[config.mk]
export PLATFORM = sky130hd
export DESIGN_NAME = toom8_pointwise_scheduler_flat
export DESIGN_NICKNAME = d
export VERILOG_FILES = /design/src/rtl/toom8_pointwise_scheduler_if.sv /design/src/rtl/toom8_pointwise_scheduler.sv /design/src/flat_wrapper.sv
export SDC_FILE = /design/constraint.sdc
export NUM_CORES = 1
export LEC_CHECK = 0
export CORE_AREA = 4 4 215 217
export DETAILED_ROUTE_END_ITERATION = 12
export DIE_AREA = 0 0 219 221
export HOLD_SLACK_MARGIN = 0.06
export PLACE_DENSITY = 0.64
export SLEW_MARGIN = 20
export SYNTH_ARGS = -nofsm -noshare
export SYNTH_HDL_FRONTEND = slang
export SYNTH_SLANG_ARGS = --single-unit
[constraint.sdc]
create_clock -name clk -period 7.8 [get_ports clk]
set_input_delay 1.56 -clock clk [delete_from_list [all_inputs] [get_ports clk]]
set_output_delay 1.56 -clock clk [all_outputs]
set_load 0.005 [all_outputs]
[src/rtl/toom8_pointwise_scheduler_if.sv]
// Request/response channel between the Toom-8 pointwise scheduler (master) and the shared
// pointwise multiplier (slave).
interface toom8_pointwise_scheduler_if #(
    parameter int unsigned RES_W = 266
) ();
    logic             mul_req_valid;
    logic             mul_req_ready;
    logic [3:0]       mul_req_point;
    logic             mul_resp_valid;
    logic [3:0]       mul_resp_point;
    logic [RES_W-1:0] mul_resp_data;

    modport master (
        output mul_req_valid,
        output mul_req_point,
        input  mul_req_ready,
        input  mul_resp_valid,
        input  mul_resp_point,
        input  mul_resp_data
    );

    modport slave (
        input  mul_req_valid,
        input  mul_req_point,
        output mul_req_ready,
        output mul_resp_valid,
        output mul_resp_point,
        output mul_resp_data
    );
endinterface

[src/rtl/toom8_pointwise_scheduler.sv]
// Toom-8 pointwise-product scheduler: issues points 0..NUM_POINTS-1 to one shared multiplier and
// writes tagged responses into the result bank. Optional perf counters: TOOM8_SCHED_PERF_EN.
module toom8_pointwise_scheduler #(
    parameter int unsigned NUM_POINTS      = 15,
    parameter int unsigned MAX_OUTSTANDING = 4,
    parameter int unsigned RES_W           = 266
) (
    input  logic                        clk,
    input  logic                        rst,
    input  logic                        start_i,
    output logic                        start_ready_o,
    output logic                        busy_o,
    output logic                        done_o,
    output logic                        err_o,
    toom8_pointwise_scheduler_if.master mul_if,
    output logic                        res_wr_en_o,
    output logic [3:0]                  res_wr_addr_o,
    output logic [RES_W-1:0]            res_wr_data_o
`ifdef TOOM8_SCHED_PERF_EN
    ,
    output logic [15:0]                 perf_job_cycles_o,
    output logic [15:0]                 perf_stall_cycles_o
`endif
);

    // One extra bit so counts can reach NUM_POINTS = 16.
    localparam int unsigned CntW = 5;
    localparam logic [CntW-1:0] LastIdx = CntW'(NUM_POINTS - 1);
    localparam logic [CntW-1:0] NumPts  = CntW'(NUM_POINTS);
    localparam logic [CntW-1:0] MaxOut  = CntW'(MAX_OUTSTANDING);

    typedef enum logic [1:0] {StIdle, StIssue, StDrain, StDone} state_e;

    state_e            state_q, state_d;
    logic [CntW-1:0]   issue_idx_q, issue_idx_d;
    logic [CntW-1:0]   out_q, out_d;
    logic [CntW-1:0]   ret_q, ret_d;
    logic [15:0]       mask_q, mask_d;
    logic              err_q, err_d;
    logic              start_ready_q, busy_q, done_q;
    logic              req_valid_q;
    logic [3:0]        req_point_q;
    logic              res_wr_en_q;
    logic [3:0]        res_wr_addr_q;
    logic [RES_W-1:0]  res_wr_data_q;

    logic              req_hs, resp_active, resp_legal, resp_ok, resp_err;
    logic [CntW-1:0]   resp_pt_ext;

    always_comb begin
        req_hs      = req_valid_q & mul_if.mul_req_ready;
        resp_active = (state_q == StIssue) || (state_q == StDrain);
        resp_pt_ext = {1'b0, mul_if.mul_resp_point};
        // Issue is strictly in order, so "already issued" is simply tag < issue_idx.
        resp_legal  = (resp_pt_ext < NumPts) && (resp_pt_ext < issue_idx_q) &&
                      !mask_q[mul_if.mul_resp_point];
        resp_ok     = mul_if.mul_resp_valid & resp_active & resp_legal;
        resp_err    = mul_if.mul_resp_valid & ~(resp_active & resp_legal);
    end

    always_comb begin
        state_d     = state_q;
        issue_idx_d = issue_idx_q;
        out_d       = out_q + CntW'(req_hs) - CntW'(resp_ok);
        ret_d       = ret_q;
        mask_d      = mask_q;
        err_d       = err_q | resp_err;

        unique case (state_q)
            StIdle: begin
                if (start_i) begin
                    state_d     = StIssue;
                    issue_idx_d = '0;
                    out_d       = '0;
                    ret_d       = '0;
                    mask_d      = '0;
                    err_d       = resp_err;
                end
            end
            StIssue: begin
                if (req_hs && (issue_idx_q == LastIdx)) state_d = StDrain;
            end
            StDrain: begin
                if (resp_ok && ((ret_q + CntW'(1)) == NumPts)) state_d = StDone;
            end
            StDone:  state_d = StIdle;
            default: state_d = StIdle;
        endcase

        if (req_hs) issue_idx_d = issue_idx_q + CntW'(1);
        if (resp_ok) begin
            mask_d[mul_if.mul_resp_point] = 1'b1;
            ret_d = ret_q + CntW'(1);
        end
    end

    always_ff @(posedge clk) begin
        if (rst) begin
            state_q       <= StIdle;
            issue_idx_q   <= '0;
            out_q         <= '0;
            ret_q         <= '0;
            mask_q        <= '0;
            err_q         <= 1'b0;
            start_ready_q <= 1'b1;
            busy_q        <= 1'b0;
            done_q        <= 1'b0;
            req_valid_q   <= 1'b0;
            req_point_q   <= '0;
            res_wr_en_q   <= 1'b0;
            res_wr_addr_q <= '0;
            res_wr_data_q <= '0;
        end else begin
            state_q       <= state_d;
            issue_idx_q   <= issue_idx_d;
            out_q         <= out_d;
            ret_q         <= ret_d;
            mask_q        <= mask_d;
            err_q         <= err_d;
            start_ready_q <= (state_d == StIdle);
            busy_q        <= (state_d == StIssue) || (state_d == StDrain);
            done_q        <= (state_d == StDone);
            req_valid_q   <= (state_d == StIssue) && (out_d < MaxOut);
            req_point_q   <= (state_d == StIssue) ? issue_idx_d[3:0] : 4'd0;
            res_wr_en_q   <= resp_ok;
            if (resp_ok) begin
                res_wr_addr_q <= mul_if.mul_resp_point;
                res_wr_data_q <= mul_if.mul_resp_data;
            end
        end
    end

    assign start_ready_o        = start_ready_q;
    assign busy_o               = busy_q;
    assign done_o               = done_q;
    assign err_o                = err_q;
    assign mul_if.mul_req_valid = req_valid_q;
    assign mul_if.mul_req_point = req_point_q;
    assign res_wr_en_o          = res_wr_en_q;
    assign res_wr_addr_o        = res_wr_addr_q;
    assign res_wr_data_o        = res_wr_data_q;

`ifdef TOOM8_SCHED_PERF_EN
    logic [15:0] job_cnt_q, stall_cnt_q, perf_job_q, perf_stall_q;
    logic [15:0] job_cnt_inc;

    always_comb job_cnt_inc = (job_cnt_q == 16'hffff) ? job_cnt_q : job_cnt_q + 16'd1;

    // Running counters restart at start acceptance; visible values update only at done.
    always_ff @(posedge clk) begin
        if (rst) begin
            job_cnt_q    <= '0;
            stall_cnt_q  <= '0;
            perf_job_q   <= '0;
            perf_stall_q <= '0;
        end else begin
            if ((state_q == StIdle) && start_i) begin
                job_cnt_q   <= '0;
                stall_cnt_q <= '0;
            end else if ((state_q == StIssue) || (state_q == StDrain)) begin
                job_cnt_q <= job_cnt_inc;
                if (req_valid_q && !mul_if.mul_req_ready && (stall_cnt_q != 16'hffff)) begin
                    stall_cnt_q <= stall_cnt_q + 16'd1;
                end
            end
            if (state_d == StDone) begin
                perf_job_q   <= job_cnt_inc;
                perf_stall_q <= stall_cnt_q;
            end
        end
    end

    assign perf_job_cycles_o   = perf_job_q;
    assign perf_stall_cycles_o = perf_stall_q;
`endif

endmodule

[src/flat_wrapper.sv]
// flat-port wrapper written by rule: the top's interface ports become plain ports
module toom8_pointwise_scheduler_flat 
#(
    parameter int unsigned NUM_POINTS      = 15,
    parameter int unsigned MAX_OUTSTANDING = 4,
    parameter int unsigned RES_W           = 266
)
  (clk, rst, start_i, start_ready_o, busy_o, done_o, err_o, res_wr_en_o, res_wr_addr_o, res_wr_data_o, mul_if_mul_req_valid, mul_if_mul_req_point, mul_if_mul_req_ready, mul_if_mul_resp_valid, mul_if_mul_resp_point, mul_if_mul_resp_data);
  toom8_pointwise_scheduler_if #(.RES_W(RES_W)) mul_if_i ();
  input  logic clk;
  input  logic rst;
  input  logic start_i;
  output logic start_ready_o;
  output logic busy_o;
  output logic done_o;
  output logic err_o;
  output logic res_wr_en_o;
  output logic [3:0] res_wr_addr_o;
  output logic [RES_W-1:0] res_wr_data_o;
  output wire logic [$bits(mul_if_i.mul_req_valid)-1:0] mul_if_mul_req_valid;
  output wire logic [$bits(mul_if_i.mul_req_point)-1:0] mul_if_mul_req_point;
  input wire logic [$bits(mul_if_i.mul_req_ready)-1:0] mul_if_mul_req_ready;
  input wire logic [$bits(mul_if_i.mul_resp_valid)-1:0] mul_if_mul_resp_valid;
  input wire logic [$bits(mul_if_i.mul_resp_point)-1:0] mul_if_mul_resp_point;
  input wire logic [$bits(mul_if_i.mul_resp_data)-1:0] mul_if_mul_resp_data;
  assign mul_if_mul_req_valid = mul_if_i.mul_req_valid;
  assign mul_if_mul_req_point = mul_if_i.mul_req_point;
  assign mul_if_i.mul_req_ready = mul_if_mul_req_ready;
  assign mul_if_i.mul_resp_valid = mul_if_mul_resp_valid;
  assign mul_if_i.mul_resp_point = mul_if_mul_resp_point;
  assign mul_if_i.mul_resp_data = mul_if_mul_resp_data;
  toom8_pointwise_scheduler #(.NUM_POINTS(NUM_POINTS), .MAX_OUTSTANDING(MAX_OUTSTANDING), .RES_W(RES_W)) u_core (.clk(clk), .rst(rst), .start_i(start_i), .start_ready_o(start_ready_o), .busy_o(busy_o), .done_o(done_o), .err_o(err_o), .mul_if(mul_if_i), .res_wr_en_o(res_wr_en_o), .res_wr_addr_o(res_wr_addr_o), .res_wr_data_o(res_wr_data_o));
endmodule
==> impl_metrics.csv, run 1 <==
group,metric,value,unit
run_status,status,"completed",
yosys,ys.flop_type,"dfxtp_1",
route,ant_nets,0,
placement,post-dp-hpwl,30000,um
timing,clock_skew,17.7,ps
power,power.density,214,nW/um2
floorplan,rows,77,
route,first_pass_iters,4,
placement,numPortBuffers,554,
timing,finalCritPeriodShare,68.5,%
yosys,synth_edf_count,0,
cells_and_area,fill_cells,4338,
global_route,grt_pass1_vias,12600,
timing,timing.final.crit_period,5340,ps
cells_and_area,drive_gt1_share,4.40,%
worst_hold_path,hold_class,"reg -> reg",
global_route,overflow,0,
floorplan,dieArea,48400,um2
worst_setup_path,arrival,5770,ps
cts,root_buffer,"clkbuf_16",
timing,setup_viol,0,
timing,hold_slack,454,ps
cts,path_clk_slew,60,ps
route,totalWireLength,46100,um
worst_setup_path,cp_max_fo,54,
cts,cts_setup_buffers,0,
yosys,ys_warn_count,0,
cts,clk_path_buf_depth,3,
placement,gp_congestion,0.773,
flow_run,drv_cap,0,
timing,fin_tns_setup,0,ps
yosys,synth_fp_nets,1780,
yosys,synth_common_cells,"dfxtp_1 (312), a21oi_1 (294), nand3_1 (277), o21ai_0 (275), clkbuf_1 (127)",
cells_and_area,area_growth,56.6,%
worst_setup_path,required,8230,ps
cts,htree_num_levels,2,
global_route,grt_max_degree,201,
route,drcViolationCount,0,
timing,rsz0062_at_grt,"false",
cts,cts_resized,0,
cells_and_area,n_antenna_cell,0,
yosys,ys_seq_area_share,50.5,%
power,vdd_drop_max,0.210,mV
yosys,synth_area_per_cell,8.32,um2
yosys,syn_inst,1487,
cts,hold_buffers,0,
power,leakage,6.33,nW
yosys,yosys.area.top_type,"dfxtp_1",
cells_and_area,nNetsFinal,2221,
route,drt_iter0_markers,898,
floorplan,core-area,44100,um2
timing,fmax,0.187,GHz
yosys,synth.distinct_cells,47,
floorplan,initial_core_util,28.0,%
timing,slew_headroom,26.6,%
yosys,synth.most_common_cell,"dfxtp_1",
timing,hold_viol_final,0,
floorplan,die_height,221,um
global_route,grt_pass1_wl,71000,um
yosys,ys_ff_latch,312,
route,dr_total_vias,12900,
route,via_per_inst,5.05,
worst_setup_path,crit_type,"in -> reg",
yosys,netlist.area_leader.share,50.5,%
yosys,yosys-top-cells-area,"dfxtp_1 (51%), a21oi_1 (12%), nand3_1 (11%)",
cts,clk_latency,540,ps
cts,cts_tree,"done",
global_route,grt_antenna_before_repair,0,
floorplan,die_w,219,um
yosys,syn_area,12400,um2
yosys,synthArstFlopShare,0,%
worst_setup_path,start_kind,"primary input",
route,wl_per_cell,18.1,um
global_route,grt_usage,17.8,%
cts,cts.sinks,312,
floorplan,num_io_pins,555,
cts,cts_made_buffers,38,
timing,slew_viol_final,0,
timing,tightest_slew,1100,ps
worst_setup_path,worstSetupEndpointType,"register",
-- final timing paths --
kind	start	to	slack, ps	cells past startpoint
max	mul_if_mul_resp_point[1]	u_core.mul_if.mul_req_valid	2460	15
min	u_core.err_o	u_core.err_o	450	2
max reg2reg	u_core.state_q[0]	u_core.mul_if.mul_req_valid	3620	16
min reg2reg	u_core.err_o	u_core.err_o	450	2
-- logic make-up after synthesis --
| kind of cell | Yosys count | synth area share [%] |
|---|---|---|
| mux | 4 | 0.627 |
| compound gates | 592 | 24.6 |
| simple gates | 374 | 15.6 |
| flops | 312 | 50.5 |
| buf+inv | 182 | 6.45 |
| fa+ha+maj | 18 | 1.88 |
| xor+xnor | 5 | 0.354 |
-- layer usage --
layer	track usage [%]	share of wire [%]	vias up
met4	5.81	3.2	0
met3	7.16	9.9	85
li1	-	-	6202
met2	29.8	48	478
met1	20.8	39	6095
met5	0	0	-
-- worst max-delay path, cell delays in order --
cell and delay (ps):
clkdlybuf4s50_1 790, ha_1 320, o21ai_0 150, a21oi_1 100
o31a_2 620, or3_1 510, nand2_1 90, ha_1 160
inv_1 60, fa_1 430, nor2b_1 130, o21ai_0 110
nand3_1 100, or3b_2 450, and3_1 190
-- sequential cells by signal, summed over array words and instances, names as in the netlist --
name	flops
u_core.res_wr_data_o	266
u_core.mask_q	15
u_core.issue_idx_q	5
u_core.out_q	5
u_core.ret_q	5
u_core.mul_if.mul_req_point	4
u_core.res_wr_addr_o	4
u_core.state_q	2
u_core.busy_o	1
u_core.done_o	1
u_core.err_o	1
u_core.mul_if.mul_req_valid	1
u_core.res_wr_en_o	1
u_core.start_ready_o	1
-- cell type report --
type / instances / area [um2] / area share (%)
Timing Repair Buffer: 566 / 5700 / 29.4
Clock inverter: 16 / 140 / 0.724
Sequential cell: 312 / 6250 / 32.3
Clock buffer: 52 / 1130 / 5.82
Inverter: 17 / 63.8 / 0.330
Tap cell: 592 / 741 / 3.83
Multi-Input combinational cell: 993 / 5350 / 27.6
-- cells in the final DEF, fill, tap and decap left out, types with 4 or more instances in the layout --
| cell | count |
|---|---|
| clkbuf_1 | 5 |
| nor2b_1 | 6 |
| o211ai_1 | 5 |
| clkbuf_8 | 6 |
| nor3b_1 | 4 |
| nor3_1 | 4 |
| buf_4 | 8 |
| clkinv_2 | 11 |
| clkdlybuf4s50_1 | 553 |
| nand2b_1 | 4 |
| a21oi_1 | 294 |
| or4_1 | 4 |
| and2_1 | 6 |
| inv_1 | 17 |
| nor2_1 | 16 |
| nand2_1 | 27 |
| clkbuf_16 | 41 |
| o21ai_0 | 275 |
| nand3_1 | 277 |
| nand4_1 | 11 |
| dfxtp_1 | 312 |
| nand4b_1 | 6 |
| ha_1 | 17 |
-- report_power, final --
part | switching, mW | internal [mW] | leakage (nW)
Clock | 0.694 | 1.08 | 0.634
Combinational | 0.368 | 0.306 | 3.17
Sequential | 0.0319 | 1.66 | 2.52
-- stage by stage --
step / cells / cell area, um2 / util [%] / power [mW] / worst slack (ps)
3_5_place_dp: 2479 / 18100 / 41.0 / 2.40 / 1930
6_report: 2548 / 19400 / 43.9 / 4.14 / 2460
5_1_grt: 2548 / 19400 / 43.9 / 4.33 / 2160
4_1_cts: 2547 / 19300 / 43.8 / 4.20 / 2500
3_3_place_gp: 2479 / 18100 / 41.0 / 2.39 / 1940
2_1_floorplan: 1487 / 12400 / - / 2.05 / 2960
(Power assumes the default switching activity.)
==> run 2: changes to the inputs <==
==> constraint.sdc (replaced) <==
create_clock -name clk -period 5.6 [get_ports clk]
set_input_delay 1.12 -clock clk [delete_from_list [all_inputs] [get_ports clk]]
set_output_delay 1.12 -clock clk [all_outputs]
set_load 0.005 [all_outputs]
==> impl_metrics.csv, run 2 (synthesis gave the netlist of run 1 again) <==
group,metric,value,unit
placement,gp_congestion,0.807,
global_route,overflow,0,
cts,htree_num_levels,2,
power,vdd_drop_max,0.217,mV
cts,hold_buffers,0,
global_route,grt_antenna_before_repair,1,
worst_setup_path,worstSetupEndpointType,"register",
worst_setup_path,critPathSlowestCell,"clkdlybuf4s50_1",
worst_setup_path,required,6030,ps
cts,cts_made_buffers,37,
global_route,grt_pass1_wl,70300,um
timing,tightest_slew,1110,ps
timing,clock_skew,16.4,ps
worst_setup_path,r2r_setup_slack,1700,ps
power,pwr-share-comb,16.6,%
cells_and_area,final_common_cell,"clkdlybuf4s50_1",
timing,slew_headroom,26.3,%
cts,path_clk_slew,60,ps
cells_and_area,drive_gt1_share,3.74,%
worst_setup_path,r2r_end,"u_core.mul_if.mul_req_valid",
timing,setup_viol,0,
cells_and_area,area_growth,55.9,%
cts,cts_setup_buffers,0,
global_route,grt_max_degree,183,
worst_setup_path,crit_path_cell_trace,"clkdlybuf4s50_1 > mux4_2 > a22oi_4 > nand4_4 > buf_4 > o21ai_0 > nand2_1 > ha_1 > inv_1 > fa_1 > nor2b_1 > o21ai_0 > a21oi_1 > or3b_2 > and3_1",
power,power.density,292,nW/um2
placement,placed_cell_area,18100,um2
flow_run,drv_cap,0,
worst_hold_path,hold_class,"reg -> reg",
floorplan,die_w,219,um
timing,fin_tns_setup,0,ps
cells_and_area,fill_cells,4318,
power,pwr-share-clk,41.6,%
floorplan,initial_core_util,28.0,%
worst_setup_path,start_kind,"primary input",
timing,fmax,0.220,GHz
cts,root_buffer,"clkbuf_16",
cells_and_area,nNetsFinal,2221,
route,drcViolationCount,0,
route,first_pass_iters,5,
floorplan,dieArea,48400,um2
global_route,grt_usage,17.6,%
cts,cts.sinks,312,
worst_setup_path,worstReg2RegStart,"u_core.state_q[0]",
route,drt_iter0_markers,894,
timing,slew_viol_final,0,
floorplan,die_height,221,um
worst_setup_path,arrival,4970,ps
floorplan,rows,77,
timing,finalCritPeriodShare,81.2,%
cells_and_area,layout_common_cells,"clkdlybuf4s50_1 (553), dfxtp_1 (312), a21oi_1 (294)",
worst_setup_path,cp_max_fo,66,
power,leakage,6.27,nW
timing,hold_slack,457,ps
floorplan,num_io_pins,555,
worst_setup_path,rr_worst_depth,16,
timing,rsz0062_at_grt,"false",
worst_setup_path,cp_slowest_stage_delay,750,ps
route,wl_per_cell,18.0,um
worst_setup_path,cp-endpoint,"u_core.mul_if.mul_req_valid",
worst_setup_path,startpoint,"mul_if_mul_resp_point[0]",
placement,numPortBuffers,554,
cts,cts_resized,0,
power,power.total,5.63,mW
placement,post-dp-hpwl,29700,um
route,via_per_inst,5.09,
power,p_sw_share,26.5,%
route,ant_nets,0,
route,dr_total_vias,13000,
floorplan,core-area,44100,um2
cts,clk_latency,530,ps
worst_setup_path,path_common_cell,"o21ai_0",
power,power_switching,1.49,mW
timing,timing.final.crit_period,4540,ps
cts,clk_path_buf_depth,3,
cells_and_area,largest_reg_flops,266,
worst_setup_path,crit_type,"in -> reg",
timing,hold_viol_final,0,
cells_and_area,fin_area,19300,um2
power,intPower,4.14,mW
route,totalWireLength,45700,um
cts,cts_tree,"done",
power,seqPwrFrac,41.8,%
global_route,grt_pass1_vias,12500,
run_status,status,"completed",
[run 2: changes by cell type in the layout (fill, tap and decap cells not counted), sizes merged]
| cell | delta |
|---|---|
| bufinv | -1 |
| clkinv | -11 |
| buf | +1 |
| diode | +1 |
| clkbuf | +8 |
[run 2: area by class of cell]
cell class	instances	area [um2]	area share, %
well taps	592	741	3.84
repair buffers	567	5710	29.6
clock buffers	60	1110	5.78
multi-input cells	993	5350	27.7
diodes	1	2.50	0.0130
flip-flops and latches	312	6250	32.4
inverters	17	63.8	0.331
clock inverters	4	51.3	0.266
[run 2: worst min path at each step]
| stage | start | end | slack [ps] | cells after the start |
|---|---|---|---|---|
| 5_1_grt | u_core.mask_q[9] | u_core.mask_q[9] | 470 | 2 |
| 3_5_place_dp | u_core.mask_q[7] | u_core.mask_q[7] | 450 | 2 |
| 3_3_place_gp | u_core.mask_q[0] | u_core.mask_q[0] | 440 | 2 |
| 4_1_cts | u_core.mask_q[14] | u_core.mask_q[14] | 460 | 2 |
| 2_1_floorplan | u_core.mask_q[10] | u_core.mask_q[10] | 430 | 2 |
| 6_report | u_core.mask_q[9] | u_core.mask_q[9] | 460 | 2 |
[run 2: power by group through the flow]
stage | registers [mW] | logic, mW | clock network [mW]
CTS | 2.36 | 0.942 | 2.42
finish | 2.36 | 0.935 | 2.34
global placement | 2.40 | 0.932 | 0
detailed placement | 2.40 | 0.936 | 0
global route | 2.37 | 1.02 | 2.52
floorplan | 2.41 | 0.452 | 0
[run 2: layer usage]
| layer | track usage [%] | vias up | wire, um |
|---|---|---|---|
| met2 | 29.3 | 508 | 22000 |
| met1 | 21.1 | 6166 | 18100 |
| met5 | 0 | - | 0 |
| li1 | - | 6204 | - |
| met4 | 6.52 | 0 | 1480 |
| met3 | 6.08 | 85 | 4210 |
[run 2: critical path, delay by kind of cell]
kind            cells  cell delay, ps
mux                 1             600
compound gates      4             790
fa+ha+maj           2             410
simple gates        5             900
buf+inv             3            1150
[run 2: metrics by stage]
step,std cells,setup WS [ps],utilization (%)
final,2546,1060,43.7
after global routing,2546,743,43.7
after CTS,2545,1040,43.7
after detailed placement,2481,472,41.0
after global placement,2481,481,41.0
after floorplan,1487,1200,-
